==> src/rtl/i2s_rx_capture_pkg.sv <==
//------------------------------------------------------------------------------
// i2s_rx_pkg
// Shared constants and types for the I2S receive capture engine.
//   DATA_W     : sample / SDRAM word width
//   BIT_CNT_W  : width of the per-slot bit counter (delay bit + 16 data bits + saturation)
//   wr_state_t : SDRAM write FSM states
//   channel_t  : slot channel, LRClk low = left
//------------------------------------------------------------------------------
`timescale 1ns/1ps
package i2s_rx_pkg;
  localparam int DATA_W    = 16;
  localparam int BIT_CNT_W = 5;

  typedef enum logic [1:0] {
    IDLE = 2'd0,
    REQ  = 2'd1,
    ADV  = 2'd2
  } wr_state_t;

  typedef enum logic {
    CH_L = 1'b0,
    CH_R = 1'b1
  } channel_t;
endpackage

==> src/rtl/i2s_rx_capture_if.sv <==
//------------------------------------------------------------------------------
// i2s_rx_capture_if
// SDRAM arbiter write-port bundle.
//   sdram_wr   : write request (requester -> arbiter)
//   sdram_addr : word address
//   sdram_data : write data
//   sdram_be   : byte enables
//   sdram_ac   : one-cycle acknowledge (arbiter -> requester)
// Modports: master = requester (capture engine), slave = arbiter.
//------------------------------------------------------------------------------
`timescale 1ns/1ps
interface i2s_rx_capture_if #(
  parameter int DATA_W = 16,
  parameter int ADDR_W = 25
);
  logic              sdram_wr;
  logic [ADDR_W-1:0] sdram_addr;
  logic [DATA_W-1:0] sdram_data;
  logic [1:0]        sdram_be;
  logic              sdram_ac;

  modport master (
    output sdram_wr, sdram_addr, sdram_data, sdram_be,
    input  sdram_ac
  );

  modport slave (
    input  sdram_wr, sdram_addr, sdram_data, sdram_be,
    output sdram_ac
  );
endinterface

==> src/rtl/i2s_rx_capture_fifo.sv <==
//------------------------------------------------------------------------------
// i2s_rx_fifo
// Synchronous sample FIFO (FIFO_DEPTH must be a power of two).
//   i_clk, i_rst_n : clock, asynchronous active-low reset
//   i_push, i_data : write strobe and data (ignored when full unless popping)
//   i_pop          : read strobe, advances past the head word
//   i_flush        : discard all contents
//   o_data         : head word (valid while !o_empty)
//   o_full, o_empty: occupancy flags
//------------------------------------------------------------------------------
`timescale 1ns/1ps
module i2s_rx_fifo #(
  parameter int DATA_W     = 16,
  parameter int FIFO_DEPTH = 8
) (
  input  logic              i_clk,
  input  logic              i_rst_n,
  input  logic              i_push,
  input  logic [DATA_W-1:0] i_data,
  input  logic              i_pop,
  input  logic              i_flush,
  output logic [DATA_W-1:0] o_data,
  output logic              o_full,
  output logic              o_empty
);
  localparam int PTR_W = (FIFO_DEPTH > 1) ? $clog2(FIFO_DEPTH) : 1;
  localparam logic [PTR_W:0] DEPTH_C = (PTR_W+1)'(FIFO_DEPTH);

  logic [DATA_W-1:0] r_mem [FIFO_DEPTH];
  logic [PTR_W-1:0]  r_wr_ptr;
  logic [PTR_W-1:0]  r_rd_ptr;
  logic [PTR_W:0]    r_count;
  logic              w_do_push;
  logic              w_do_pop;

  assign o_empty   = (r_count == '0);
  assign o_full    = (r_count == DEPTH_C);
  assign o_data    = r_mem[r_rd_ptr];
  assign w_do_pop  = i_pop & ~o_empty & ~i_flush;
  // A full FIFO still accepts a push when the head leaves in the same cycle.
  assign w_do_push = i_push & ~i_flush & (~o_full | w_do_pop);

  always_ff @(posedge i_clk) begin
    if (w_do_push) r_mem[r_wr_ptr] <= i_data;
  end

  always_ff @(posedge i_clk or negedge i_rst_n) begin
    if (!i_rst_n) begin
      r_wr_ptr <= '0;
      r_rd_ptr <= '0;
      r_count  <= '0;
    end else if (i_flush) begin
      r_wr_ptr <= '0;
      r_rd_ptr <= '0;
      r_count  <= '0;
    end else begin
      if (w_do_push) r_wr_ptr <= r_wr_ptr + PTR_W'(1);
      if (w_do_pop)  r_rd_ptr <= r_rd_ptr + PTR_W'(1);
      case ({w_do_push, w_do_pop})
        2'b10:   r_count <= r_count + (PTR_W+1)'(1);
        2'b01:   r_count <= r_count - (PTR_W+1)'(1);
        default: ;
      endcase
    end
  end
endmodule

==> src/rtl/i2s_rx_capture.sv <==
//------------------------------------------------------------------------------
// i2s_rx_capture
// Deserializes I2S ADC samples and writes them into a circular SDRAM buffer.
//   Clk50    : system clock          reset_n  : async active-low reset
//   LRClk    : codec word clock      SClk     : codec bit clock
//   Din      : codec serial data     enable   : capture enable (level)
//   sdram    : arbiter write port (master modport of i2s_rx_capture_if)
//   busy     : capturing or draining overflow : sticky sample-dropped flag
//   wrap     : one-cycle pulse when the address wraps to BASE_ADDR
// Build option: define I2S_RX_MONO_EN to store left-slot samples only.
//------------------------------------------------------------------------------
`timescale 1ns/1ps
module i2s_rx_capture
  import i2s_rx_pkg::*;
#(
  parameter int                DATA_W     = 16,
  parameter int                ADDR_W     = 25,
  parameter int                FIFO_DEPTH = 8,
  parameter logic [ADDR_W-1:0] BASE_ADDR  = 25'h100000,
  parameter logic [ADDR_W-1:0] BUF_WORDS  = 25'h080000
) (
  input  logic             Clk50,
  input  logic             reset_n,
  input  logic             LRClk,
  input  logic             SClk,
  input  logic             Din,
  input  logic             enable,
  i2s_rx_capture_if.master sdram,
  output logic             busy,
  output logic             overflow,
  output logic             wrap
);
  localparam logic [ADDR_W-1:0]    LAST_ADDR = BASE_ADDR + BUF_WORDS - ADDR_W'(1);
  localparam logic [BIT_CNT_W-1:0] CNT_LAST  = BIT_CNT_W'(DATA_W);
  localparam logic [BIT_CNT_W-1:0] CNT_SAT   = BIT_CNT_W'(DATA_W + 1);

  // [0],[1] synchronize; [2] holds the previous synchronized value for edge detect.
  logic [2:0] r_lr_sync;
  logic [2:0] r_sck_sync;
  logic [1:0] r_din_sync;

  logic                 r_en_d;
  logic                 r_armed;
  logic                 r_slot_valid;
  channel_t             r_chan;
  logic [BIT_CNT_W-1:0] r_bit_cnt;
  logic [DATA_W-1:0]    r_shift;
  logic                 r_push;
  logic [DATA_W-1:0]    r_push_data;

  wr_state_t            r_state;
  logic [ADDR_W-1:0]    r_addr;
  logic [DATA_W-1:0]    r_data;
  logic                 r_busy;
  logic                 r_overflow;

  logic              w_lr_edge;
  logic              w_lr_fall;
  logic              w_sck_rise;
  logic              w_din;
  logic [DATA_W-1:0] w_word;
  logic              w_chan_ok;
  logic              w_push;
  logic              w_pop;
  logic              w_flush;
  logic              w_full;
  logic              w_empty;
  logic [DATA_W-1:0] w_fifo_data;

  assign w_lr_edge  = r_lr_sync[1] ^ r_lr_sync[2];
  assign w_lr_fall  = ~r_lr_sync[1] & r_lr_sync[2];
  assign w_sck_rise = r_sck_sync[1] & ~r_sck_sync[2];
  assign w_din      = r_din_sync[1];
  assign w_word     = {r_shift[DATA_W-2:0], w_din};

`ifdef I2S_RX_MONO_EN
  assign w_chan_ok = (r_chan == CH_L);
`else
  assign w_chan_ok = 1'b1;
`endif

  always_ff @(posedge Clk50 or negedge reset_n) begin
    if (!reset_n) begin
      r_lr_sync  <= '0;
      r_sck_sync <= '0;
      r_din_sync <= '0;
    end else begin
      r_lr_sync  <= {r_lr_sync[1:0], LRClk};
      r_sck_sync <= {r_sck_sync[1:0], SClk};
      r_din_sync <= {r_din_sync[0], Din};
    end
  end

  // Slot framing. A slot only captures once armed, and arming happens on a
  // left-slot start so buffer word 0 is always a left sample.
  always_ff @(posedge Clk50 or negedge reset_n) begin
    if (!reset_n) begin
      r_en_d       <= 1'b0;
      r_armed      <= 1'b0;
      r_slot_valid <= 1'b0;
      r_chan       <= CH_L;
      r_bit_cnt    <= '0;
      r_shift      <= '0;
      r_push       <= 1'b0;
      r_push_data  <= '0;
    end else begin
      r_en_d <= enable;
      r_push <= 1'b0;
      if (!enable) begin
        r_armed      <= 1'b0;
        r_slot_valid <= 1'b0;
      end else if (w_lr_edge) begin
        r_bit_cnt    <= '0;
        r_chan       <= r_lr_sync[1] ? CH_R : CH_L;
        r_slot_valid <= r_armed | w_lr_fall;
        if (w_lr_fall) r_armed <= 1'b1;
      end else if (w_sck_rise && r_slot_valid) begin
        // Count 0 is the I2S delay bit; counts 1..DATA_W carry data, then saturate.
        if (r_bit_cnt != CNT_SAT) r_bit_cnt <= r_bit_cnt + BIT_CNT_W'(1);
        if (r_bit_cnt != '0 && r_bit_cnt <= CNT_LAST) r_shift <= w_word;
        if (r_bit_cnt == CNT_LAST) begin
          r_push      <= w_chan_ok;
          r_push_data <= w_word;
        end
      end
    end
  end

  assign w_push  = r_push & enable;
  assign w_pop   = (r_state == REQ) & sdram.sdram_ac;
  // Flushing waits for IDLE so an outstanding request always completes its handshake.
  assign w_flush = ~enable & (r_state == IDLE);

  i2s_rx_fifo #(
    .DATA_W     (DATA_W),
    .FIFO_DEPTH (FIFO_DEPTH)
  ) u_fifo (
    .i_clk   (Clk50),
    .i_rst_n (reset_n),
    .i_push  (w_push),
    .i_data  (r_push_data),
    .i_pop   (w_pop),
    .i_flush (w_flush),
    .o_data  (w_fifo_data),
    .o_full  (w_full),
    .o_empty (w_empty)
  );

  always_ff @(posedge Clk50 or negedge reset_n) begin
    if (!reset_n) begin
      r_state    <= IDLE;
      r_addr     <= BASE_ADDR;
      r_data     <= '0;
      r_busy     <= 1'b0;
      r_overflow <= 1'b0;
    end else begin
      r_busy <= enable | (r_state != IDLE) | ~w_empty | r_push;
      if (enable && !r_en_d)               r_overflow <= 1'b0;
      else if (w_push && w_full && !w_pop) r_overflow <= 1'b1;

      case (r_state)
        IDLE: begin
          if (!enable) begin
            r_addr <= BASE_ADDR;
          end else if (!w_empty) begin
            r_data  <= w_fifo_data;
            r_state <= REQ;
          end
        end
        REQ: begin
          if (sdram.sdram_ac) r_state <= ADV;
        end
        ADV: begin
          r_addr  <= (r_addr == LAST_ADDR) ? BASE_ADDR : r_addr + ADDR_W'(1);
          r_state <= IDLE;
        end
        default: r_state <= IDLE;
      endcase
    end
  end

  assign sdram.sdram_wr   = (r_state == REQ);
  assign sdram.sdram_addr = r_addr;
  assign sdram.sdram_data = r_data;
  assign sdram.sdram_be   = (r_state == REQ) ? 2'b11 : 2'b00;
  assign busy             = r_busy;
  assign overflow         = r_overflow;
  assign wrap             = (r_state == ADV) && (r_addr == LAST_ADDR);
endmodule

==> src/flat_wrapper.sv <==
// flat-port wrapper written by rule: the top's interface ports become plain ports
module i2s_rx_capture_flat import i2s_rx_pkg::*;
#(
  parameter int                DATA_W     = 16,
  parameter int                ADDR_W     = 25,
  parameter int                FIFO_DEPTH = 8,
  parameter logic [ADDR_W-1:0] BASE_ADDR  = 25'h100000,
  parameter logic [ADDR_W-1:0] BUF_WORDS  = 25'h080000
)
  (Clk50, reset_n, LRClk, SClk, Din, enable, busy, overflow, wrap, sdram_sdram_wr, sdram_sdram_addr, sdram_sdram_data, sdram_sdram_be, sdram_sdram_ac);
  i2s_rx_capture_if #(.DATA_W(DATA_W), .ADDR_W(ADDR_W)) sdram_i ();
  input  logic Clk50;
  input  logic reset_n;
  input  logic LRClk;
  input  logic SClk;
  input  logic Din;
  input  logic enable;
  output logic busy;
  output logic overflow;
  output logic wrap;
  output wire logic [$bits(sdram_i.sdram_wr)-1:0] sdram_sdram_wr;
  output wire logic [$bits(sdram_i.sdram_addr)-1:0] sdram_sdram_addr;
  output wire logic [$bits(sdram_i.sdram_data)-1:0] sdram_sdram_data;
  output wire logic [$bits(sdram_i.sdram_be)-1:0] sdram_sdram_be;
  input wire logic [$bits(sdram_i.sdram_ac)-1:0] sdram_sdram_ac;
  assign sdram_sdram_wr = sdram_i.sdram_wr;
  assign sdram_sdram_addr = sdram_i.sdram_addr;
  assign sdram_sdram_data = sdram_i.sdram_data;
  assign sdram_sdram_be = sdram_i.sdram_be;
  assign sdram_i.sdram_ac = sdram_sdram_ac;
  i2s_rx_capture #(.DATA_W(DATA_W), .ADDR_W(ADDR_W), .FIFO_DEPTH(FIFO_DEPTH), .BASE_ADDR(BASE_ADDR), .BUF_WORDS(BUF_WORDS)) u_core (.Clk50(Clk50), .reset_n(reset_n), .LRClk(LRClk), .SClk(SClk), .Din(Din), .enable(enable), .sdram(sdram_i), .busy(busy), .overflow(overflow), .wrap(wrap));
endmodule
==> config.mk <==
export PLATFORM = sky130hd
export DESIGN_NAME = i2s_rx_capture_flat
export DESIGN_NICKNAME = d
export VERILOG_FILES = /design/src/rtl/i2s_rx_capture_pkg.sv /design/src/rtl/i2s_rx_capture_if.sv /design/src/rtl/i2s_rx_capture_fifo.sv /design/src/rtl/i2s_rx_capture.sv /design/src/flat_wrapper.sv
export SDC_FILE = /design/constraint.sdc
export NUM_CORES = 1
export LEC_CHECK = 0
export CAP_MARGIN = 20
export CORE_MARGIN = 2
export CORE_UTILIZATION = 45
export CTS_BUF_LIST = sky130_fd_sc_hd__clkbuf_8
export CTS_CLUSTER_SIZE = 30
export DETAILED_ROUTE_END_ITERATION = 16
export HOLD_SLACK_MARGIN = 0.12
export PLACE_DENSITY = 0.75
export SYNTH_ARGS = -nofsm -noshare
export SYNTH_HDL_FRONTEND = slang
export SYNTH_SLANG_ARGS = --single-unit
export TNS_END_PERCENT = 100
==> constraint.sdc <==
create_clock -name Clk50 -period 3.5 [get_ports Clk50]
set_clock_uncertainty 0.2 [all_clocks]
set_input_delay 1.05 -clock Clk50 [delete_from_list [all_inputs] [get_ports Clk50]]
set_output_delay 1.05 -clock Clk50 [all_outputs]
set_load 0.05 [all_outputs]
==> flow_summary.yaml <==
global_route:
  grt_overflow_total: 0
  grt_max_degree: 52
  grt_usage_pct: 17.0
  grt_pass1_wl_um: 29500
  grt_pass1_vias: 5606
  antenna_found_initial: 0
placed_design:
  dp_slack_ns: -0.0120
  place_inst: 923
  placed_cell_area_mm2: 0.0105
  dp_hpwl_um: 12000
  port_buffers: 53
  place_congestion: 0.806
timing:
  rsz0062_at_grt: "true"
  setup_viol_count_final: 1
  slew_viol_final: 0
  worst_slew_pin_slew_ns: 1.06
  fin_ws_ns: -0.120
  hold_viol_final: 0
  fmax_ghz: 0.276
  relSlewSlack_pct: 29.5
  finalSetupTns_ns: -0.120
  period_share_pct: 103
  period_needed_ns: 3.62
layout:
  layout-drive-gt1-share_pct: 21.9
  stdcell_area_mm2: 0.0112
  antenna_cells: 0
  fillers: 1566
  final_common_cell: "edfxtp_1"
  fin_nets: 715
  final_cells: 993
  register_area_mm2: 0.00643
  multi_input_comb_area_mm2: 0.00285
  final_cell_mix: "edfxtp_1, dfrtp_1, clkdlybuf4s50_1, nand2_1, clkbuf_8"
  area_delta_synth_final_pct: 18.7
routing:
  drtIter0Drc: 350
  drc: 0
  postRouteAntennaNets: 0
  via_per_inst: 5.45
  wl_per_cell_um: 18.3
  wirelength_um: 18200
  first_pass_iters: 7
  vias: 5411
clock_network:
  cts.path.max_buffers: 3
  root_buffer: "clkbuf_8"
  cts_tree: "built"
  numClockSinks: 231
  cts_buffers: 37
  clkTransAtPathRegs_ns: 0.06
  clk_latency_ns: 0.52
  cts_htree_levels: 2
worst_setup_path:
  end_kind: "output port"
  worstSetupPathType: "reg -> out"
  cp_max_fo: 2
  crit_required_ns: 2.25
  reg2reg_depth: 10
  arrival_ns: 2.37
  start_kind: "register"
outcome:
  status: "finished with violations"
  violations: "negative setup slack"
synth:
  synth-async-reset-ratio_pct: 44.6
  ys_ff_latch: 231
  ys_types: 59
  synth_cells: 604
  syn_avg_cell_area_um2: 15.6
  syn_nets: 622
  seq_area_frac_synth_pct: 68.3
  yosysWarnings: 0
  synth_edf_count: 128
  synth-main-ff-cell: "edfxtp_1"
  synthesis.area_mm2: 0.00941
power:
  p_int_mw: 4.01
  p_leak_nw: 4.29
  switchingPower_mw: 1.14
  seqPwrFrac_pct: 56.8
  clockPowerShare_pct: 39.2
  swShare_pct: 22.2
  combPwrFrac_pct: 4.0
  vdd_drop_max_uv: 194
  power_mw: 5.16
  cellPowerDensity_mw_per_mm2: 462
floorplan:
  initial_core_util_pct: 46.2
  ios: 54
  die_w_um: 149
  core.rowCount: 52
  die_h_um: 149
  die-area_mm2: 0.0221
  core-area_mm2: 0.0204
hold_path:
  holdPathStages: 0
  hold_class: "reg -> reg"
job:
  drv_cap: 0
-- sequential cells by signal (all words and copies together), names as in the netlist, 4 cells and up --
| signal | cells |
|---|---|
| u_core.r_bit_cnt | 5 |
| u_core.r_push_data | 16 |
| u_core.r_shift | 15 |
| u_core.sdram.sdram_addr | 25 |
| u_core.sdram.sdram_data | 16 |
| u_core.u_fifo.r_count | 4 |
| u_core.u_fifo.r_mem | 128 |
-- synth_stat cells (3+ instances only) --
cell / count / area share, %
o21ai_0: 27 / 1.4
clkbuf_1: 16 / 0.64
nor3b_1: 6 / 0.48
and3_1: 4 / 0.27
nand2b_1: 5 / 0.33
edfxtp_1: 128 / 41
nand3b_1: 3 / 0.24
a31oi_1: 8 / 0.53
nand3_1: 18 / 0.96
a22o_1: 6 / 0.56
nand4_1: 5 / 0.33
o21ai_1: 6 / 0.32
buf_4: 3 / 0.24
inv_1: 10 / 0.40
nor3_1: 14 / 0.74
xnor2_1: 4 / 0.37
xor2_1: 8 / 0.74
mux2_2: 31 / 3.7
mux4_2: 32 / 7.7
nor2_1: 28 / 1.1
or3_1: 3 / 0.20
a21o_1: 4 / 0.32
a41oi_1: 3 / 0.28
ha_1: 10 / 1.3
and2_1: 3 / 0.20
mux2i_1: 20 / 2.1
nand2_1: 47 / 1.9
dfrtp_1: 102 / 27
buf_2: 5 / 0.27
a21oi_1: 9 / 0.48
-- cell type report --
| cell class | count | share of cell area [%] |
|---|---|---|
| clock buffers | 40 | 4.93 |
| clock inverters | 25 | 0.874 |
| inverters | 10 | 0.336 |
| multi-input cells | 335 | 25.5 |
| flip-flops and latches | 231 | 57.5 |
| well taps | 270 | 3.02 |
| repair buffers | 82 | 7.78 |
-- per-stage QoR --
step | util [%] | hold slack [ns]
3_5_place_dp | 51.5 | 0.140
5_1_grt | 54.8 | 0.155
3_3_place_gp | 51.5 | 0.135
2_1_floorplan | - | 0.131
6_report | 54.8 | 0.149
4_1_cts | 54.8 | 0.154
-- kinds of logic after synthesis --
kind of cell	synth area share, %
AOI/OAI and AO/OA	5.31
xor gates and xnor gates	1.12
and+or+nand+nor	8.39
buffers and inverters	1.86
DFF	68.3
adders and majority gates	1.54
muxes	13.5
-- power by group through the flow --
stage	Sequential, mW	Combinational (mW)	Clock [mW]
after global routing	2.93	0.229	2.20
after CTS	2.93	0.208	2.08
after global placement	2.98	0.196	0
final	2.93	0.208	2.02
after floorplan	3.01	0.0768	0
after detailed placement	2.98	0.202	0
-- path summary, 6_finish.rpt --
path	start	endpoint	slack [ns]
worst max-delay path	u_core.sdram.sdram_addr[20]$_DFFE_PN1P_	wrap	-0.12
worst min-delay path	u_core.r_din_sync[0]$_DFF_PN0_	u_core.r_din_sync[1]$_DFF_PN0_	0.15
worst max register to register	u_core.u_fifo.r_count[0]$_DFFE_PN0P_	u_core.u_fifo.r_count[3]$_DFFE_PN0P_	0.66
worst min register to register	u_core.r_din_sync[0]$_DFF_PN0_	u_core.r_din_sync[1]$_DFF_PN0_	0.15
max in group asynchronous	reset_n	u_core.sdram.sdram_data[0]$_DFFE_PN0P_	2.05
min in group asynchronous	reset_n	u_core.sdram.sdram_addr[12]$_DFFE_PN0P_	0.35
-- worst max-delay path: stages, from the launching register on --
cell     delay, ns
dfstp_2       0.53
or4b_1        0.42
or4b_4        0.52
nor3_4        0.21
buf_12        0.17
-- metal layers --
layer,vias up,track usage (%),routed length (µm),part of all wire (%)
li1,2485,-,-,-
met1,2730,23.4,7910,44
met2,164,27.2,8930,49
met3,32,3.80,979,5.4
met4,0,5.95,363,2.0
met5,-,0,0,0
-- timing repair --
item / CTS / global route
cloned: 0 / 0
pin swaps: 2 / 2
buffers inserted: 3 / 2
setup endpoints to repair: 1 / 1
gates resized for setup: 2 / 0
hold buffers: 0 / 0
(Power assumes the default switching activity.)
